<file path="config.mk">
export PLATFORM = sky130hd
export DESIGN_NAME = key_cmd_queue_flat
export DESIGN_NICKNAME = d
export VERILOG_FILES = /design/src/rtl/key_cmd_queue_if.sv /design/src/rtl/key_cmd_queue.sv /design/src/flat_wrapper.sv
export SDC_FILE = /design/constraint.sdc
export NUM_CORES = 1
export LEC_CHECK = 0
export ABC_AREA = 0
export CAP_MARGIN = 10
export CORE_AREA = 2 2 82 84
export CTS_BUF_LIST = sky130_fd_sc_hd__clkbuf_16
export DETAILED_ROUTE_END_ITERATION = 12
export DIE_AREA = 0 0 84 86
export PLACE_DENSITY = 0.67
export SYNTH_ARGS = -nofsm -noshare
export SYNTH_HDL_FRONTEND = slang
export SYNTH_SLANG_ARGS = --single-unit
</file>
<file path="constraint.sdc">
create_clock -name clk -period 3.9 [get_ports clk]
set_clock_uncertainty 0.2 [all_clocks]
set_input_delay 0.78 -clock clk [delete_from_list [all_inputs] [get_ports clk]]
set_output_delay 0.78 -clock clk [all_outputs]
set_load 0.02 [all_outputs]
</file>
<file path="src/rtl/key_cmd_queue_if.sv">
// Command handshake between key_cmd_queue (master) and the game logic (slave).
//   cmd_valid : master -> slave, a command is presented on cmd_code
//   cmd_ready : slave -> master, head command is taken when cmd_valid=1
//   cmd_code  : master -> slave, 1=UP 2=DOWN 3=LEFT 4=RIGHT 5=ENTER, 0 when idle
interface key_cmd_queue_if;
    logic       cmd_valid;
    logic       cmd_ready;
    logic [2:0] cmd_code;

    modport master (
        output cmd_valid,
        output cmd_code,
        input  cmd_ready
    );

    modport slave (
        input  cmd_valid,
        input  cmd_code,
        output cmd_ready
    );
endinterface

</file>
<file path="src/rtl/key_cmd_queue.sv">
// Turns PS2 decoder key levels into discrete game commands with direction
// auto-repeat, buffered in a small FIFO behind a valid/ready handshake.
//   clk, rst          : clock, asynchronous active-high reset
//   i_up .. i_enter   : key levels, 1 = held (already in the clk domain)
//   cmd_if (master)   : cmd_valid / cmd_ready / cmd_code command stream
//   o_overflow        : sticky, a command was dropped on a full FIFO
module key_cmd_queue #(
    parameter int unsigned DELAY_CYC  = 25_000_000,
    parameter int unsigned REPEAT_CYC = 10_000_000,
    parameter int unsigned FIFO_DEPTH = 4
) (
    input  logic                  clk,
    input  logic                  rst,
    input  logic                  i_up,
    input  logic                  i_down,
    input  logic                  i_left,
    input  logic                  i_right,
    input  logic                  i_enter,
    key_cmd_queue_if.master       cmd_if,
    output logic                  o_overflow
);

    localparam int unsigned NKEY    = 5;
    localparam int unsigned CODE_W  = 3;
    localparam int unsigned AW      = $clog2(FIFO_DEPTH);
    localparam int unsigned PW      = AW + 1;
    localparam int unsigned CNT_MAX = (DELAY_CYC > REPEAT_CYC) ? DELAY_CYC : REPEAT_CYC;
    localparam int unsigned CW      = $clog2(CNT_MAX);

    localparam logic [CODE_W-1:0] C_NONE  = 3'd0;
    localparam logic [CODE_W-1:0] C_UP    = 3'd1;
    localparam logic [CODE_W-1:0] C_DOWN  = 3'd2;
    localparam logic [CODE_W-1:0] C_LEFT  = 3'd3;
    localparam logic [CODE_W-1:0] C_RIGHT = 3'd4;
    localparam logic [CODE_W-1:0] C_ENTER = 3'd5;

    // Key vector bit positions
    localparam int unsigned K_UP    = 0;
    localparam int unsigned K_DOWN  = 1;
    localparam int unsigned K_LEFT  = 2;
    localparam int unsigned K_RIGHT = 3;
    localparam int unsigned K_ENTER = 4;

    typedef enum logic [1:0] {
        S_IDLE   = 2'd0,
        S_DELAY  = 2'd1,
        S_REPEAT = 2'd2
    } state_t;

    logic [NKEY-1:0]   w_keys;
    logic [NKEY-1:0]   r_k_q;
    logic [NKEY-1:0]   r_k_prev;
    logic [NKEY-1:0]   r_edge;

    logic [CODE_W-1:0] w_press_code;
    logic              w_press_valid;
    logic              w_press_dir;
    logic              w_active_held;

    state_t            r_state;
    state_t            w_state_nxt;
    logic [CW-1:0]     r_cnt;
    logic [CW-1:0]     w_cnt_nxt;
    logic [CW-1:0]     w_term;
    logic [CODE_W-1:0] r_active;
    logic [CODE_W-1:0] w_active_nxt;
    logic              w_rep_push;

    logic              w_push;
    logic [CODE_W-1:0] w_push_code;

    logic [CODE_W-1:0] r_mem [FIFO_DEPTH];
    logic [PW-1:0]     r_wr_ptr;
    logic [PW-1:0]     r_rd_ptr;
    logic              r_overflow;
    logic              w_empty;
    logic              w_full;
    logic              w_pop;
    logic              w_wr_en;

    assign w_keys = {i_enter, i_right, i_left, i_down, i_up};

    // Input register, history and registered press edges
    always_ff @(posedge clk or posedge rst) begin
        if (rst) begin
            r_k_q    <= '0;
            r_k_prev <= '0;
            r_edge   <= '0;
        end else begin
            r_k_q    <= w_keys;
            r_k_prev <= r_k_q;
            r_edge   <= r_k_q & ~r_k_prev;
        end
    end

    // Priority select of simultaneous presses: ENTER > UP > DOWN > LEFT > RIGHT
    always_comb begin
        w_press_code = C_NONE;
        if (r_edge[K_ENTER])      w_press_code = C_ENTER;
        else if (r_edge[K_UP])    w_press_code = C_UP;
        else if (r_edge[K_DOWN])  w_press_code = C_DOWN;
        else if (r_edge[K_LEFT])  w_press_code = C_LEFT;
        else if (r_edge[K_RIGHT]) w_press_code = C_RIGHT;
    end

    assign w_press_valid = |r_edge;
    assign w_press_dir   = w_press_valid & ~r_edge[K_ENTER];

    // Level of the key currently being repeated
    always_comb begin
        w_active_held = 1'b0;
        case (r_active)
            C_UP:    w_active_held = r_k_q[K_UP];
            C_DOWN:  w_active_held = r_k_q[K_DOWN];
            C_LEFT:  w_active_held = r_k_q[K_LEFT];
            C_RIGHT: w_active_held = r_k_q[K_RIGHT];
            default: w_active_held = 1'b0;
        endcase
    end

    // Repeat FSM state register
    always_ff @(posedge clk or posedge rst) begin
        if (rst) begin
            r_state  <= S_IDLE;
            r_cnt    <= '0;
            r_active <= C_NONE;
        end else begin
            r_state  <= w_state_nxt;
            r_cnt    <= w_cnt_nxt;
            r_active <= w_active_nxt;
        end
    end

    assign w_term = (r_state == S_DELAY) ? CW'(DELAY_CYC - 1) : CW'(REPEAT_CYC - 1);

    // Repeat FSM next state; a fresh direction press always restarts the delay
    always_comb begin
        w_state_nxt  = r_state;
        w_cnt_nxt    = r_cnt;
        w_active_nxt = r_active;
        w_rep_push   = 1'b0;
        case (r_state)
            S_IDLE: begin
                if (w_press_dir) begin
                    w_state_nxt  = S_DELAY;
                    w_active_nxt = w_press_code;
                    w_cnt_nxt    = '0;
                end
            end
            S_DELAY, S_REPEAT: begin
                if (w_press_dir) begin
                    w_state_nxt  = S_DELAY;
                    w_active_nxt = w_press_code;
                    w_cnt_nxt    = '0;
                end else if (!w_active_held) begin
                    w_state_nxt = S_IDLE;
                    w_cnt_nxt   = '0;
                end else if (r_cnt == w_term) begin
                    w_rep_push  = 1'b1;
                    w_state_nxt = S_REPEAT;
                    w_cnt_nxt   = '0;
                end else begin
                    w_cnt_nxt = r_cnt + CW'(1);
                end
            end
            default: begin
                w_state_nxt = S_IDLE;
                w_cnt_nxt   = '0;
            end
        endcase
    end

    // One push per cycle; a press wins over a coincident repeat (e.g. ENTER)
    assign w_push      = w_press_valid | w_rep_push;
    assign w_push_code = w_press_valid ? w_press_code : r_active;

    assign w_empty = (r_wr_ptr == r_rd_ptr);
    assign w_full  = (r_wr_ptr[AW] != r_rd_ptr[AW]) &&
                     (r_wr_ptr[AW-1:0] == r_rd_ptr[AW-1:0]);
    assign w_pop   = ~w_empty & cmd_if.cmd_ready;
    // A pop in the same cycle frees the slot, so full+pop still accepts the push
    assign w_wr_en = w_push & (~w_full | w_pop);

    // Command FIFO storage, pointers and sticky overflow
    always_ff @(posedge clk or posedge rst) begin
        if (rst) begin
            for (int i = 0; i < int'(FIFO_DEPTH); i++) begin
                r_mem[i] <= C_NONE;
            end
            r_wr_ptr   <= '0;
            r_rd_ptr   <= '0;
            r_overflow <= 1'b0;
        end else begin
            if (w_wr_en) begin
                r_mem[r_wr_ptr[AW-1:0]] <= w_push_code;
                r_wr_ptr                <= r_wr_ptr + PW'(1);
            end
            if (w_pop) begin
                r_rd_ptr <= r_rd_ptr + PW'(1);
            end
            if (w_push && w_full && !w_pop) begin
                r_overflow <= 1'b1;
            end
        end
    end

    assign cmd_if.cmd_valid = ~w_empty;
    assign cmd_if.cmd_code  = w_empty ? C_NONE : r_mem[r_rd_ptr[AW-1:0]];
    assign o_overflow       = r_overflow;

endmodule
</file>
<file path="src/flat_wrapper.sv">
// flat-port wrapper written by rule: the top's interface ports become plain ports
module key_cmd_queue_flat 
#(
    parameter int unsigned DELAY_CYC  = 25_000_000,
    parameter int unsigned REPEAT_CYC = 10_000_000,
    parameter int unsigned FIFO_DEPTH = 4
)
  (clk, rst, i_up, i_down, i_left, i_right, i_enter, o_overflow, cmd_if_cmd_valid, cmd_if_cmd_code, cmd_if_cmd_ready);
  key_cmd_queue_if cmd_if_i ();
  input  logic clk;
  input  logic rst;
  input  logic i_up;
  input  logic i_down;
  input  logic i_left;
  input  logic i_right;
  input  logic i_enter;
  output logic o_overflow;
  output wire logic [$bits(cmd_if_i.cmd_valid)-1:0] cmd_if_cmd_valid;
  output wire logic [$bits(cmd_if_i.cmd_code)-1:0] cmd_if_cmd_code;
  input wire logic [$bits(cmd_if_i.cmd_ready)-1:0] cmd_if_cmd_ready;
  assign cmd_if_cmd_valid = cmd_if_i.cmd_valid;
  assign cmd_if_cmd_code = cmd_if_i.cmd_code;
  assign cmd_if_i.cmd_ready = cmd_if_cmd_ready;
  key_cmd_queue #(.DELAY_CYC(DELAY_CYC), .REPEAT_CYC(REPEAT_CYC), .FIFO_DEPTH(FIFO_DEPTH)) u_core (.clk(clk), .rst(rst), .i_up(i_up), .i_down(i_down), .i_left(i_left), .i_right(i_right), .i_enter(i_enter), .cmd_if(cmd_if_i), .o_overflow(o_overflow));
endmodule
</file>
* After elaboration in Yosys (flattened, before gate mapping)
Index checks and enable logic that the tools add are counted.
** Operators by class
- Add/sub/neg operators :: 3
- $mul :: 0
- Divide/modulo/power cells :: 0
- Order comparisons :: 3
- Equality and inequality tests :: 12
- Shift-type cells :: 0
- Mux-type cells :: 29
- Bitwise gates (word level) :: 12
- Reduce and logical (&&, ||, !) cells :: 11
** Operator list (count)
- 25-bit 2-to-1 mux :: 5
- 25-bit one-hot mux with 2 select lines :: 1
- 3-bit 2-to-1 mux :: 10
- 25-bit by 1-bit adder with 25-bit output, second input constant :: 1
- 25-bit == test :: 1
- 12-bit bitwise mux :: 1
- 2-bit 2-to-1 mux :: 4
- 3-bit by 1-bit adder with 3-bit output, second input constant :: 2
- 3-bit binary-select mux with 2-bit select :: 1
- 3-bit demux with 2-bit select :: 1
- 3-bit by 2-bit == test with 1-bit output, second input constant :: 2
- 3-bit >= comparator, second input constant :: 2
- 2-bit NOT with 3-bit output :: 2
- 5-bit AND :: 1
- 5-bit NOT :: 1
- 5-bit OR reduction :: 1
- 1-bit logical AND :: 4
- 1-bit 2-to-1 mux :: 4
- 4-bit by 3-bit inequality test with 1-bit output, second input constant :: 1
- 1-bit one-hot mux with 4 select lines :: 1
- 2-bit one-hot mux with 2 select lines :: 1
- 2-bit AND reduction :: 2
- 1-bit AND :: 3
- 3-bit by 1-bit == test with 1-bit output, second input constant :: 1
- other kinds (14) :: 17
** Storage, ports and cells
- Register bits after elaboration :: 64
- Latch bits :: 0
- RAM bits :: 0
- Memory bits (read-only) :: 0
- Bits of input ports :: 8
- Output and inout bits :: 5
- Logic and storage cells :: 83
- Memories kept :: 0

* Longest topological paths before layout
- Word-level depth :: 10
- Gate-level depth with buffers :: 9
- Mapped depth without buffers :: 8

* Worst setup path before layout
No wires, ideal clock.
- Path kind :: register to register
- Start :: register u_core.r_state[1]
- End :: register u_core.r_mem[0] (netlist bit)
- Data arrival time :: 2.325 ns
- Data required time :: 3.575 ns
- Setup slack :: 1.250 ns
- Cell stages (with the launch flop) :: 9
- Buffers on the path :: 0
- Clock period less this slack :: 2.650 ns
- Path through :: dfrtp_1 inv_1 ha_1 nand4b_1 or4_4 a2111oi_4 a21oi_4 nor2_4 mux2_2
** Between the ends
- Cells in the longest elaborated chain, start to end :: 9
- Elaborated cells on any way between the ends :: 11
- Those cells by class :: eq/ne (3); mux (5); bitwise (2); reduce/logical (1)
** Ends and longest elaborated chain
- start, declared :: line key_cmd_queue.sv:60 : state_t r_state;
- start signal, assigned :: line key_cmd_queue.sv:128 : r_state <= w_state_nxt;
- 2-bit by 1-bit == test with 1-bit output :: line key_cmd_queue.sv:134, key_cmd_queue.sv:142
- 25-bit 2-to-1 mux :: line key_cmd_queue.sv:134 : assign w_term = (r_state == S_DELAY) ? CW'(DELAY_CYC - 1) : CW'(REPEAT_CYC - 1);
- 25-bit == test :: line key_cmd_queue.sv:158 : end else if (r_cnt == w_term) begin
- 1-bit 2-to-1 mux :: line key_cmd_queue.sv:158
- 1-bit 2-to-1 mux :: line key_cmd_queue.sv:155 : end else if (!w_active_held) begin
- 1-bit 2-to-1 mux :: line key_cmd_queue.sv:151 : if (w_press_dir) begin
- 1-bit 2-to-1 mux (*) :: line key_cmd_queue.sv:142 : case (r_state)
- 1-bit bitwise OR (*) :: line key_cmd_queue.sv:174 : assign w_push = w_press_valid | w_rep_push;
- 1-bit AND (*) :: line key_cmd_queue.sv:182 : assign w_wr_en = w_push & (~w_full | w_pop);
- end signal, assigned by index :: line key_cmd_queue.sv:195 : r_mem[r_wr_ptr[AW-1:0]] <= w_push_code;
- end, declared :: line key_cmd_queue.sv:72 : logic [CODE_W-1:0] r_mem [FIFO_DEPTH];
Mark *: on every way between the ends. The rest lies on a longest branch, timed or not.
A chain may end at the register's enable or synchronous reset.

* Worst setup path in the final report
- Start :: register u_core.r_rd_ptr[0]
- End :: output cmd_if_cmd_code[2]
** Between the ends
- Cells in the longest elaborated chain, start to end :: 5
- Elaborated cells on any way between the ends :: 6
- Those cells by class :: eq/ne (1); mux (4); bitwise (1)
** Ends and longest elaborated chain
- start, declared :: line key_cmd_queue.sv:74 : logic [PW-1:0] r_rd_ptr;
- start signal, assigned :: line key_cmd_queue.sv:199 : r_rd_ptr <= r_rd_ptr + PW'(1);
- 2-bit NOT with 3-bit output (not written as such) :: line key_cmd_queue.sv:208 : assign cmd_if.cmd_code = w_empty ? C_NONE : r_mem[r_rd_ptr[AW-1:0]];
- 3-bit binary-select mux with 2-bit select :: line key_cmd_queue.sv:208
- 3-bit 2-to-1 mux (not written as such) (2 in series) :: line key_cmd_queue.sv:208
- 3-bit 2-to-1 mux (*) :: line key_cmd_queue.sv:208
- end, declared :: line flat_wrapper.sv:19 : output wire logic [$bits(cmd_if_i.cmd_code)-1:0] cmd_if_cmd_code;
Mark *: on every way between the ends. The rest lies on a longest branch, timed or not. The select of a mux whose other input is x is not followed.

==> impl_metrics.tcl <==
set metrics [dict create \
    synth-warning-count 0 \
    final_core_util_pct 57.3 \
    viasPerCell 5.33 \
    crit_required_ns 2.92 \
    crit_path_start_kind "flip-flop" \
    die-area_um2 7220 \
    cts_setup_buffers 0 \
    overflow 0 \
    crit_path_max_fanout 6 \
    hp-class "flip-flop to flip-flop" \
    seq_power_share_pct 38.8 \
    root_buffer "clkbuf_16" \
    first_global_vias 2019 \
    p_int_mw 1.57 \
    fin_setup_tns_ns 0 \
    n_antenna_cell 0 \
    ys_seq_area_share_pct 51.5 \
    place.gp.congestion 0.782 \
    min_period_over_period_pct 79.6 \
    cts_resized 0 \
    grt_max_degree 35 \
    avgSynthCellArea_um2 11.0 \
    p_sw_share_pct 31.6 \
    start_util_pct 49.6 \
    yosysTopAreaCell "dfrtp_1" \
    antenna_found_initial 0 \
    cts_buffer_depth 2 \
    io_buffers 12 \
    worstPathArrival_ns 2.13 \
    max-cap-violations 0 \
    worstMarginPinSlew_ns 0.748 \
    grt_pass1_wl_mm 9.68 \
    synth.distinct_cells 44 \
    clk_latency_ns 0.33 \
    setup_viol 0 \
    wl_mm 5.31 \
    syn-num-nets 302 \
    combPwrFrac_pct 30.7 \
    report.final.slew_viol_count 0 \
    power.density_nw_per_um2 637 \
    ios 13 \
    htreeDepth 3 \
    syn2layout_area_growth_pct 15.6 \
    max_freq_ghz 0.322 \
    syn_inst 284 \
    core_um2 6280 \
    slew_headroom_pct 49.7 \
    rows 29 \
    dieWidth_um 84 \
    p_leak_nw 1.47 \
    p_sw_mw 0.725 \
    irDropWorstVdd_v 0.000499 \
    hold_violations 0 \
    synth_edf_count 0 \
    design.final.nets 323 \
    track_usage_pct 17.5 \
    cts.sinks 64 \
    cts_tree "done" \
    clkTransAtPathRegs_ns 0.06 \
    vias 2061 \
    wire_per_inst_um 13.7 \
    yosysTopAreaCellShare_pct 51.5 \
    pwr-share-clk_pct 30.5 \
    status "complete, no violations" \
    synth_ff_type "dfrtp_1" \
    synth_area_um2 3110 \
    drc_errors 0 \
    synthTopCellsByArea "dfrtp_1, nor2_1, xnor2_1" \
    die_h_um 86 \
    path_class "flip-flop to output pin" \
    rsz0062_at_grt "false" \
    drive_gt1_share_pct 13.9 \
    synthArstFlopShare_pct 100 \
    dpl.hpwl_mm 3.65 \
    holdBufCountCts 0 \
    critPathCaptureType "output pin" \
    drtIter0Drc 150 \
    dr.pass1.iters 4 \
    fill_cells 532 \
    ant_nets 0 \
    seq_area_um2 1600 \
    ys_ff_latch 64 \
    finalCriticalPeriod_ns 3.11 \
    cts_buffers 9 \
    multi_input_area_um2 1440 \
]
-- synth_stat cells (3+ instances only) --
library cell,instances
a21oi_1,7
and2_1,4
and3_1,3
dfrtp_1,64
ha_1,10
inv_1,11
mux2_2,13
mux4_2,3
nand2_1,25
nand2b_1,3
nand3_1,10
nand4_1,7
nor2_1,42
nor2_4,4
nor2b_1,5
nor3_1,3
o21ai_0,3
or3_1,3
xnor2_1,18
xor2_1,13
-- critical path: stages, from the launching register on --
cell             delay, ns
dfrtp_1               0.55
mux4_2                0.55
and2_1                0.17
clkdlybuf4s50_1       0.53
-- path summary, 6_finish.rpt --
kind                                      endpoint  slack, ns  cells past startpoint               start
worst min register to register  u_core.r_k_prev[4]       0.17                      0     u_core.r_k_q[4]
worst max register to register   u_core.r_state[0]       1.02                      8   u_core.r_state[1]
worst min-delay path            u_core.r_k_prev[4]       0.17                      0     u_core.r_k_q[4]
min in group asynchronous          u_core.r_mem[7]       0.68                      2                 rst
max in group asynchronous        u_core.r_state[1]       2.21                      3                 rst
worst max-delay path            cmd_if_cmd_code[2]       0.79                      3  u_core.r_rd_ptr[0]
-- metrics by stage --
stage	setup WS, ns	hold slack [ns]	cell area (um^2)	total power, mW	std cells
after floorplan	1.25	0.147	3110	1.41	284
after global placement	1.08	0.154	3330	1.60	371
after detailed placement	1.01	0.161	3330	1.61	371
after CTS	0.771	0.172	3600	2.32	387
after global routing	0.688	0.182	3600	2.45	387
final	0.794	0.171	3600	2.29	387
-- cells by family after synthesis --
logic type	share of synthesized area [%]
buffers and inverters	2.17
AOI/OAI and AO/OA	6.23
adders and majority gates	4.02
muxes	7.56
and+or+nand+nor	19.8
xor gates and xnor gates	8.73
DFF	51.5
-- cell usage in the layout, fill, tap and decap left out, types with 3 or more instances in the layout --
| master | count |
|---|---|
| mux2_2 | 13 |
| o21ai_0 | 3 |
| nand3_1 | 10 |
| mux4_2 | 3 |
| nand4_1 | 7 |
| nor2_1 | 42 |
| ha_1 | 10 |
| nor3_1 | 3 |
| nand2_1 | 25 |
| xnor2_1 | 18 |
| or3_1 | 3 |
| inv_1 | 11 |
| clkdlybuf4s50_1 | 12 |
| xor2_1 | 13 |
| nand2b_1 | 3 |
| a21oi_1 | 7 |
| nor2b_1 | 5 |
| clkbuf_16 | 9 |
| dfrtp_1 | 64 |
| and2_1 | 4 |
| and3_1 | 3 |
| clkinvlp_4 | 3 |
| nor2_4 | 4 |
-- state kept, by name, indices dropped and copies added, names as in the netlist --
name,count
u_core.r_wr_ptr,3
u_core.r_mem,12
u_core.o_overflow,1
u_core.r_state,2
u_core.r_cnt,25
u_core.r_k_prev,5
u_core.r_edge,5
u_core.r_rd_ptr,3
u_core.r_active,3
u_core.r_k_q,5
-- power groups by stage --
| stage | combinational, mW | sequential [mW] | clock [mW] |
|---|---|---|---|
| global placement | 0.697 | 0.901 | 0 |
| global route | 0.788 | 0.911 | 0.755 |
| finish | 0.705 | 0.890 | 0.698 |
| floorplan | 0.540 | 0.868 | 0 |
| CTS | 0.715 | 0.894 | 0.712 |
| detailed placement | 0.710 | 0.903 | 0 |
-- routing by layer --
layer / routed length (um) / vias to the layer above / global-route usage (%) / share of wire (%)
li1: - / 1016 / - / -
met1: 2590 / 998 / 24.0 / 49
met2: 2410 / 36 / 25.7 / 45
met3: 201 / 11 / 4.14 / 3.8
met4: 105 / 0 / 9.68 / 2.0
met5: 0 / - / 0 / 0
-- area by class of cell --
cell class / count / area share [%]
Sequential cell: 64 / 44.5
Multi-Input combinational cell: 204 / 40.1
Clock buffer: 9 / 6.26
Timing Repair Buffer: 14 / 4.10
Tap cell: 77 / 2.68
Inverter: 12 / 1.25
Clock inverter: 7 / 1.11
Note: power is estimated with default switching activity, not from simulation.
